`src/rtl/pc_seq_pkg.sv`:
```
// rtl/pc_seq_pkg.sv - shared types and constants for the PC sequencer
// Contents:
//   pc_state_t           sequencer FSM state (RUN / STALL / HALT)
//   STACK_DEPTH          return-address stack depth
//   DEFAULT_RESET_VECTOR default PC value loaded on reset
package pc_seq_pkg;

    typedef enum logic [1:0] {
        ST_RUN   = 2'd0,
        ST_STALL = 2'd1,
        ST_HALT  = 2'd2
    } pc_state_t;

    localparam int          STACK_DEPTH          = 4;
    localparam logic [31:0] DEFAULT_RESET_VECTOR = 32'h0000_0000;

endpackage

```
`src/rtl/pc_ret_stack.sv`:
```
// rtl/pc_ret_stack.sv - small LIFO of return addresses for call/ret
// Ports:
//   clk, rst        clock, synchronous active-high reset (empties the stack)
//   push, push_data write push_data on top; ignored when full
//   pop             drop the top entry; ignored when empty
//   top             current top entry (0 when empty)
//   full, empty     occupancy flags
module pc_ret_stack
    import pc_seq_pkg::*;
#(
    parameter int W     = 32,
    parameter int DEPTH = STACK_DEPTH
) (
    input  logic         clk,
    input  logic         rst,
    input  logic         push,
    input  logic         pop,
    input  logic [W-1:0] push_data,
    output logic [W-1:0] top,
    output logic         full,
    output logic         empty
);

    localparam int CW = $clog2(DEPTH + 1);
    localparam int PW = $clog2(DEPTH);

    logic [W-1:0]  mem [DEPTH];
    logic [CW-1:0] count;

    assign full  = (count == CW'(DEPTH));
    assign empty = (count == '0);
    assign top   = empty ? '0 : mem[PW'(count - CW'(1))];

    // Entries are not cleared on reset; count alone defines validity.
    always_ff @(posedge clk) begin
        if (rst) begin
            count <= '0;
        end else if (push && !full) begin
            mem[PW'(count)] <= push_data;
            count           <= count + CW'(1);
        end else if (pop && !empty) begin
            count <= count - CW'(1);
        end
    end

endmodule

```
`src/rtl/pc_sequencer.sv`:
```
// rtl/pc_sequencer.sv - program counter sequencer with fetch handshake, jump, stall and halt
// Optional feature macro: PC_SEQ_CALL_STACK_EN (4-entry return-address stack for call/ret)
// Ports:
//   clk, rst         clock, synchronous active-high reset
//   pc               current fetch address (registered)
//   fetch_req        fetch request to imem, high only in RUN
//   fetch_ack        imem acknowledge; advances pc by one in RUN
//   jump/jump_target redirect request and address
//   stall            hold pc and drop fetch_req
//   halt, resume     stop / restart requests
//   halted           high while in HALT
//   pc_wrap          one-cycle pulse when an increment wraps all-ones to 0
//   call, ret        subroutine call / return
//   stack_err        sticky overflow/underflow/conflict flag (0 without the stack)
module pc_sequencer
    import pc_seq_pkg::*;
#(
    parameter int           N            = 32,
    parameter logic [N-1:0] RESET_VECTOR = N'(DEFAULT_RESET_VECTOR)
) (
    input  logic         clk,
    input  logic         rst,
    output logic [N-1:0] pc,
    output logic         fetch_req,
    input  logic         fetch_ack,
    input  logic         jump,
    input  logic [N-1:0] jump_target,
    input  logic         stall,
    input  logic         halt,
    input  logic         resume,
    output logic         halted,
    output logic         pc_wrap,
    input  logic         call,
    input  logic         ret,
    output logic         stack_err
);

    pc_state_t    state, state_nxt;
    logic [N-1:0] pc_inc;
    logic [N-1:0] pc_nxt;
    logic         inc_sel;
    logic         err_set;
    logic         ret_eff;
    logic         active;
    logic         redir_evt;
    logic         ack_evt;
    logic         stk_push;
    logic         stk_pop;
    logic         stk_full;
    logic         stk_empty;
    logic [N-1:0] stk_top;

    assign pc_inc = pc + N'(1);

`ifdef PC_SEQ_CALL_STACK_EN
    assign ret_eff = ret;

    pc_ret_stack #(
        .W     (N),
        .DEPTH (STACK_DEPTH)
    ) u_stack (
        .clk       (clk),
        .rst       (rst),
        .push      (stk_push),
        .pop       (stk_pop),
        .push_data (pc_inc),
        .top       (stk_top),
        .full      (stk_full),
        .empty     (stk_empty)
    );
`else
    logic unused_ret;
    assign unused_ret = ret;
    assign ret_eff    = 1'b0;
    assign stk_top    = '0;
    assign stk_full   = 1'b0;
    assign stk_empty  = 1'b1;
`endif

    // Event decode: halt > (jump | call | ret) > stall > fetch_ack.
    // Nothing but resume has any effect while halted.
    assign active    = (state != ST_HALT);
    assign redir_evt = active && !halt && (jump || call || ret_eff);
    assign ack_evt   = (state == ST_RUN) && !halt && !redir_evt && !stall && fetch_ack;

    // State register
    always_ff @(posedge clk) begin
        if (rst) begin
            state <= ST_RUN;
        end else begin
            state <= state_nxt;
        end
    end

    // Next-state logic
    always_comb begin
        state_nxt = state;
        case (state)
            ST_RUN, ST_STALL: begin
                if (halt) begin
                    state_nxt = ST_HALT;
                end else if (redir_evt) begin
                    state_nxt = ST_RUN;
                end else if (stall) begin
                    state_nxt = ST_STALL;
                end else begin
                    state_nxt = ST_RUN;
                end
            end
            ST_HALT: begin
                if (resume && !halt) begin
                    state_nxt = ST_RUN;
                end
            end
            default: state_nxt = ST_RUN;
        endcase
    end

    // FSM outputs
    always_comb begin
        fetch_req = (state == ST_RUN);
        halted    = (state == ST_HALT);
    end

    // Next-pc selection and stack control.
    // A call always redirects to jump_target even when the push is dropped;
    // a ret on an empty stack falls through to sequential execution.
    always_comb begin
        pc_nxt   = pc;
        inc_sel  = 1'b0;
        err_set  = 1'b0;
        stk_push = 1'b0;
        stk_pop  = 1'b0;
        if (redir_evt) begin
            if (call) begin
                pc_nxt = jump_target;
`ifdef PC_SEQ_CALL_STACK_EN
                if (stk_full) begin
                    err_set = 1'b1;
                end else begin
                    stk_push = 1'b1;
                end
                if (ret_eff) begin
                    err_set = 1'b1;
                end
`endif
            end else if (ret_eff) begin
                if (stk_empty) begin
                    err_set = 1'b1;
                    pc_nxt  = pc_inc;
                    inc_sel = 1'b1;
                end else begin
                    stk_pop = 1'b1;
                    pc_nxt  = stk_top;
                end
            end else begin
                pc_nxt = jump_target;
            end
        end else if (ack_evt) begin
            pc_nxt  = pc_inc;
            inc_sel = 1'b1;
        end
    end

    // pc_wrap is registered alongside pc so it is high in the same cycle pc reads 0.
    always_ff @(posedge clk) begin
        if (rst) begin
            pc      <= RESET_VECTOR;
            pc_wrap <= 1'b0;
        end else begin
            pc      <= pc_nxt;
            pc_wrap <= inc_sel && (&pc);
        end
    end

`ifdef PC_SEQ_CALL_STACK_EN
    logic err_q;

    always_ff @(posedge clk) begin
        if (rst) begin
            err_q <= 1'b0;
        end else if (err_set) begin
            err_q <= 1'b1;
        end
    end

    assign stack_err = err_q;
`else
    logic unused_stack;
    assign unused_stack = err_set | stk_push | stk_pop | stk_full | stk_empty | (|stk_top);
    assign stack_err    = 1'b0;
`endif

endmodule

```
`config.mk`:
```
export PLATFORM = sky130hd
export DESIGN_NAME = pc_sequencer
export DESIGN_NICKNAME = d
export VERILOG_FILES = /design/src/rtl/pc_seq_pkg.sv /design/src/rtl/pc_ret_stack.sv /design/src/rtl/pc_sequencer.sv
export SDC_FILE = /design/constraint.sdc
export NUM_CORES = 1
export LEC_CHECK = 0
export CAP_MARGIN = 20
export CORE_MARGIN = 3
export CORE_UTILIZATION = 30
export CTS_BUF_LIST = sky130_fd_sc_hd__clkbuf_2 sky130_fd_sc_hd__clkbuf_4 sky130_fd_sc_hd__clkbuf_8
export CTS_CLUSTER_SIZE = 8
export DETAILED_ROUTE_END_ITERATION = 10
export GPL_TIMING_DRIVEN = 0
export PLACE_DENSITY_LB_ADDON = 0.1
export SYNTH_ARGS = -nofsm -noshare
export SYNTH_HDL_FRONTEND = slang
export SYNTH_HIERARCHICAL = 1
export SYNTH_SLANG_ARGS = --single-unit
```
`constraint.sdc`:
```
create_clock -name clk -period 1.8 [get_ports clk]
set_input_delay 0.36 -clock clk [delete_from_list [all_inputs] [get_ports clk]]
set_output_delay 0.36 -clock clk [all_outputs]
set_load 0.05 [all_outputs]
```
Word-level counts from Yosys, hierarchy flattened
Cells that the tools add are included.
{ "totals": {"reg_bits": 35, "elab_cells": 33, "output_inout_bits": 36, "in_bits": 41} }
{ "classes": {"reduce_logical": 16, "mux": 9, "n_eq_ne": 4, "n_addsub": 1} }
{ "op_table": {"columns": ["op", "n"], "rows": [
  ["$mux 32", 2],
  ["$add 32x1->32 const B", 1],
  ["$reduce_and 32->1", 1],
  ["$logic_and 1x1->1", 8],
  ["$mux 2", 3],
  ["$pmux 2 s2", 1],
  ["$logic_not 1->1", 3],
  ["$mux 1", 3],
  ["$eq 2x1->1 const B", 1],
  ["$eq 2x2->1 const B", 1],
  ["$logic_not 2->1", 1],
  ["$ne 2x1->1 const B", 1],
  ["$ne 2x2->1 const B", 1],
  ["$reduce_bool 2->1", 1],
  ["$reduce_or 2->1", 1],
  ["$logic_or 1x1->1", 1]
]} }

Logic depth before layout (Yosys ltp)
{ "depth": {"ltp_word": 10, "depth_mapped": 7, "ltp_nobuf": 6} }

Worst setup path after synthesis
OpenSTA, ideal clock, no wires.
{ "synth_path": {"path_kind": "reg-to-reg", "start": "register state[1]", "end": "register pc[10]", "t_arrival_ns": 2.121, "stages_incl_launch_ff": 7, "n_path_buf": 3, "path_slack_ns": -0.458, "path_cell_list": "dfxtp_1 > nor2b_1 > or3_1 > clkbuf_1 > buf_4 > clkbuf_1 > a211oi_1"} }
{ "synth_between": {"elab_chain_cells": 8, "word_cells_on_any_way": 11, "cone_classes": "1 x eq/ne; 1 x mux; 9 x reduce/logical"} }
{ "synth_lines": {"columns": ["item", "line_no", "source"], "rows": [
  ["from (decl)", "pc_sequencer.sv:38", "pc_state_t state, state_nxt;"],
  ["from (signal assigned)", "pc_sequencer.sv:91", "state <= state_nxt;"],
  ["$ne 2x2->1", "pc_sequencer.sv:82", "assign active = (state != ST_HALT);"],
  ["$logic_and 1x1->1 (2 in series)", "pc_sequencer.sv:83", "assign redir_evt = active && !halt && (jump || call || ret_eff);"],
  ["$logic_not 1->1", "pc_sequencer.sv:84", "assign ack_evt = (state == ST_RUN) && !halt && !redir_evt && !stall && fetch_ack;"],
  ["$logic_and 1x1->1 (3 in series)", "pc_sequencer.sv:84", null],
  ["$reduce_bool 2->1 (no line)", null, null],
  ["to (signal assigned)", "pc_sequencer.sv:171", "pc <= pc_nxt;"],
  ["to (decl)", "pc_sequencer.sv:23", "output logic [N-1:0] pc,"]
]} }
Several ways; a longest one is shown, not always the timed one.
A chain may end at the register's enable or synchronous reset.

Final worst setup path
{ "layout_path": {"start": "register state[1]", "end": "register pc[13]"} }
The elaborated chain is that of the path after synthesis.

==> impl_results.md <==
* Hold Path Class: in2reg
* GPL Wtd Cong at 0.7748
* Origin of the critical flop-to-flop path: state[1]$_SDFFE_PP0P_
* Avg WL per Cell at between 15 and 20 um
* Die area at 7837 um^2
* CTS Buf Count at 5
* Peak Freq at 563.0 MHz
* Reg2reg path depth at 6
* Largest family of logic cells by synthesized area: simple AND/OR/NAND/NOR gates
* Die width at slightly below 90 um
* Synth area leader: dfxtp_1
* Clock slew seen by the registers of the worst setup and hold paths at 0.07 ns
* Setup WS pre-CTS at -0.6361 ns
* Worst VDD drop at 0.2830 mV
* DRC at 0
* Layout area overhead at 57.87%
* Simple-gate area share of the yosys netlist at 0.3368
* Post-synth top cells: 35 x dfxtp_1, 32 x nor2_1, 25 x a211oi_1
* Number of synthesized flops with an enable pin at 0
* Clk pwr share at 0.285
* Most frequent cell after synthesis: dfxtp_1
* Largest net degree at the start of global routing at 11
* Worst reg-to-reg setup slack at 0.02 ns
* Yosys reg bits at 35
* Core area at around 6500 um^2
* DRT Wirelength at 6.530 mm
* First-pass iteration count of the detailed router at 4
* Final Setup Violations at 0
* Netlist cell types at 41
* Mapped Area at just over 2000 um^2
* Asr flop ratio synth at 0
* Post-synth top area share at 0.3429
* Fin. max-slew vios at 0
* Share of cells above drive strength 1 at 0.2591
* Initial antenna violation count at 0
* Worst-path fanout max at 6
* Ant diodes at 0
* Period utilization at 0.9867
* Outcome: finished, final reports clean
* Sequential share of the synthesized area at 0.3429
* Final Critical Period at ~1.8 ns
* Initial Util at 0.3164
* Internal at about 1.4 mW
* Die extent in y at 88.53 um
* PwrDens at roughly 660 nW/um^2
* Ranking of synthesized cells by area: dfxtp_1 34%, a211oi_1 9.2%, xnor2_1 8.1%, nor2_1 5.9%, xor2_1 4.3%
* Maxcap violations at 0
* H-Tree Depth at 2
* Row cnt at 29
* Critical path launch point type: flop
* Setup CP Type: reg2reg
* Setup ws final at 0.02385 ns
* Fraction of the mapped netlist area in compound gates at 0.1396
* Final Hold Fails at 0
* Xor and xnor area share after synthesis at 0.1243
* Unrepaired setup endpoints after global routing: true
* Syn avg cell area at 8.513 um^2
* Comb pwr share at 0.280
* Critical Path Start: state[1]$_SDFFE_PP0P_
* Post-Synthesis Cells at 240
* GRT Util Overall at 0.1678
* Congestion Overflow GR at 0
* Placed cells at 390
* Slew headroom at 0.5542
* Root buffer cell: clkbuf_8
* Vias at 2118
* Leak at 1.299 nW
* Switch Pwr at 734.3 uW
* Detail Placement HPWL at 4.638 mm
* WP depth at 6
* Primary FF master, synth: dfxtp_1
* Worst path cell trace: nor4_4 -> buf_4 -> nand4_4 -> nor3_1 -> xnor2_1 -> a211oi_1
* FF-to-FF End: pc[13]$_SDFFE_PP0P_
* Post-synthesis mux area share at 0
* CP delay by family, top: simple AND/OR/NAND/NOR gates
* Max incr delay on CP at 0.36 ns
* Overall Power at 2.119 mW
* Worst-Skew Late Latency at 0.28 ns
* First-pass GRT wire length at 10.14 mm
* Vias in the first global route at ~2000
* Switching share of power at 0.3466
* YS warnings at 6
* Final cell count without fillers at 405
* Reg power frac at 0.435
* Worst Path Arrival at 1.97 ns
* Clk sinks at 35
* Buffers on Ports at 73
* CTS tree: done
* CP Data Required Time at 2.00 ns
* Crit. End Element: flop
* # hold bufs at CTS at 0
* Post-route ant nets at 0
* Slowest-stage cell, CP: dfxtp_2
* Drt initial violations at 89
* Final Skew at 0.002982 ns
* CP Buf/Inv Count at 1
* CP endpoint: pc[13]$_SDFFE_PP0P_
* Synthesized-area fraction occupied by adder cells at 0.006124
* I/O pins at 77
* Mapped Nets at 282
* Vias per cell at between 5 and 6
* Least-Margin Pin Slew at ~0.66 ns
* Nets at 369
* CTS Buffer Depth at 2
-- flip-flops by register name (all words and copies together), names as in the netlist --
name     cells
state        2
pc_wrap      1
pc          32
-- worst reg2reg max path: stages, from the launching register on --
cell and delay [ns]:
dfxtp_2 0.36, nor4_4 0.31, buf_4 0.19, nand4_4 0.18, nor3_1 0.32, xnor2_1 0.11, a211oi_1 0.22
-- cell usage in the layout, fill, tap and decap left out, drive strengths merged --
cell type,instances
a311oi,3
clkdlybuf4s50,37
o21ai,4
ha,1
conb,1
nand3,10
dlymetal6s2s,2
buf,14
inv,3
o22ai,1
o31ai,1
nand4,13
and4,5
nor2b,1
a211oi,26
nor2,32
nor3,12
or3,3
dfxtp,35
or4,1
and3,8
a21oi,2
a21o,2
nor4,8
and2,5
dlygate4sd3,1
xor2,10
xnor2,19
clkbuf,13
clkdlybuf4s15,1
nand2,18
dlygate4sd2,33
nor4b,2
nand3b,1
-- timing repair --
action                                  CTS  global route
gates resized for setup                  50            20
cloned                                    1             0
endpoints found under the hold margin     0             0
endpoints found under the setup margin   63            31
setup buffers                             6             1
pin swaps                                 4            10
-- power groups by stage --
stage,registers (mW),logic [mW],clock network (mW)
finish,0.921,0.594,0.604
global placement,0.939,0.611,0
floorplan,1.11,0.178,0
detailed placement,0.939,0.612,0
CTS,0.921,0.588,0.622
global route,0.933,0.632,0.671
-- logic make-up (layout without fill, tap and decap cells) --
family	Yosys count	count (layout)
AOI/OAI and AO/OA	39	39
xor gates and xnor gates	29	29
adders and majority gates	1	1
buffers and inverters	17	104
DFF	35	35
other	1	1
and+or+nand+nor	118	119
-- per-layer routing --
metal  share of wire  GRT usage  vias to the layer above  wire [um]
li1                -          -                     1060          -
met1            0.48     0.2338                      983       3103
met2            0.47     0.2678                       71       3040
met3           0.052    0.03724                        4        340
met4          0.0070    0.03297                        0         46
met5               0          0                        -          0
-- through the flow --
step	cell area, um^2	hold slack [ns]	utilization	TNS (ns)
3_5_place_dp	2958	0.5117	0.4580	-14.57
2_1_floorplan	2131	0.5059	-	0
3_3_place_gp	2958	0.5084	0.4580	-14.45
6_report	3226	0.3064	0.4994	0
4_1_cts	3124	0.3010	0.4837	0
5_1_grt	3226	0.3030	0.4994	-0.2551
-- worst min-delay path by stage --
stage                     cells past startpoint                   to               start  slack [ns]
after floorplan                               2  pc[21]$_SDFFE_PP0P_     jump_target[21]        0.51
final                                         2  pc[21]$_SDFFE_PP0P_                 rst        0.31
after detailed placement                      2   pc[1]$_SDFFE_PP0P_  pc[1]$_SDFFE_PP0P_        0.51
after global placement                        2   pc[1]$_SDFFE_PP0P_  pc[1]$_SDFFE_PP0P_        0.51
after CTS                                     2  pc[21]$_SDFFE_PP0P_                 rst        0.30
after global routing                          2  pc[21]$_SDFFE_PP0P_                 rst        0.30
-- final cells by class --
class	instances	area, um^2
buffer	13	98.84
clock buffer	8	91.34
fill	678	3233
inverter	3	11.26
multi-input combinational	189	1416
sequential	35	764.5
tap	77	96.34
timing repair buffer	80	747.0
Note: power is estimated with default switching activity, not from simulation.
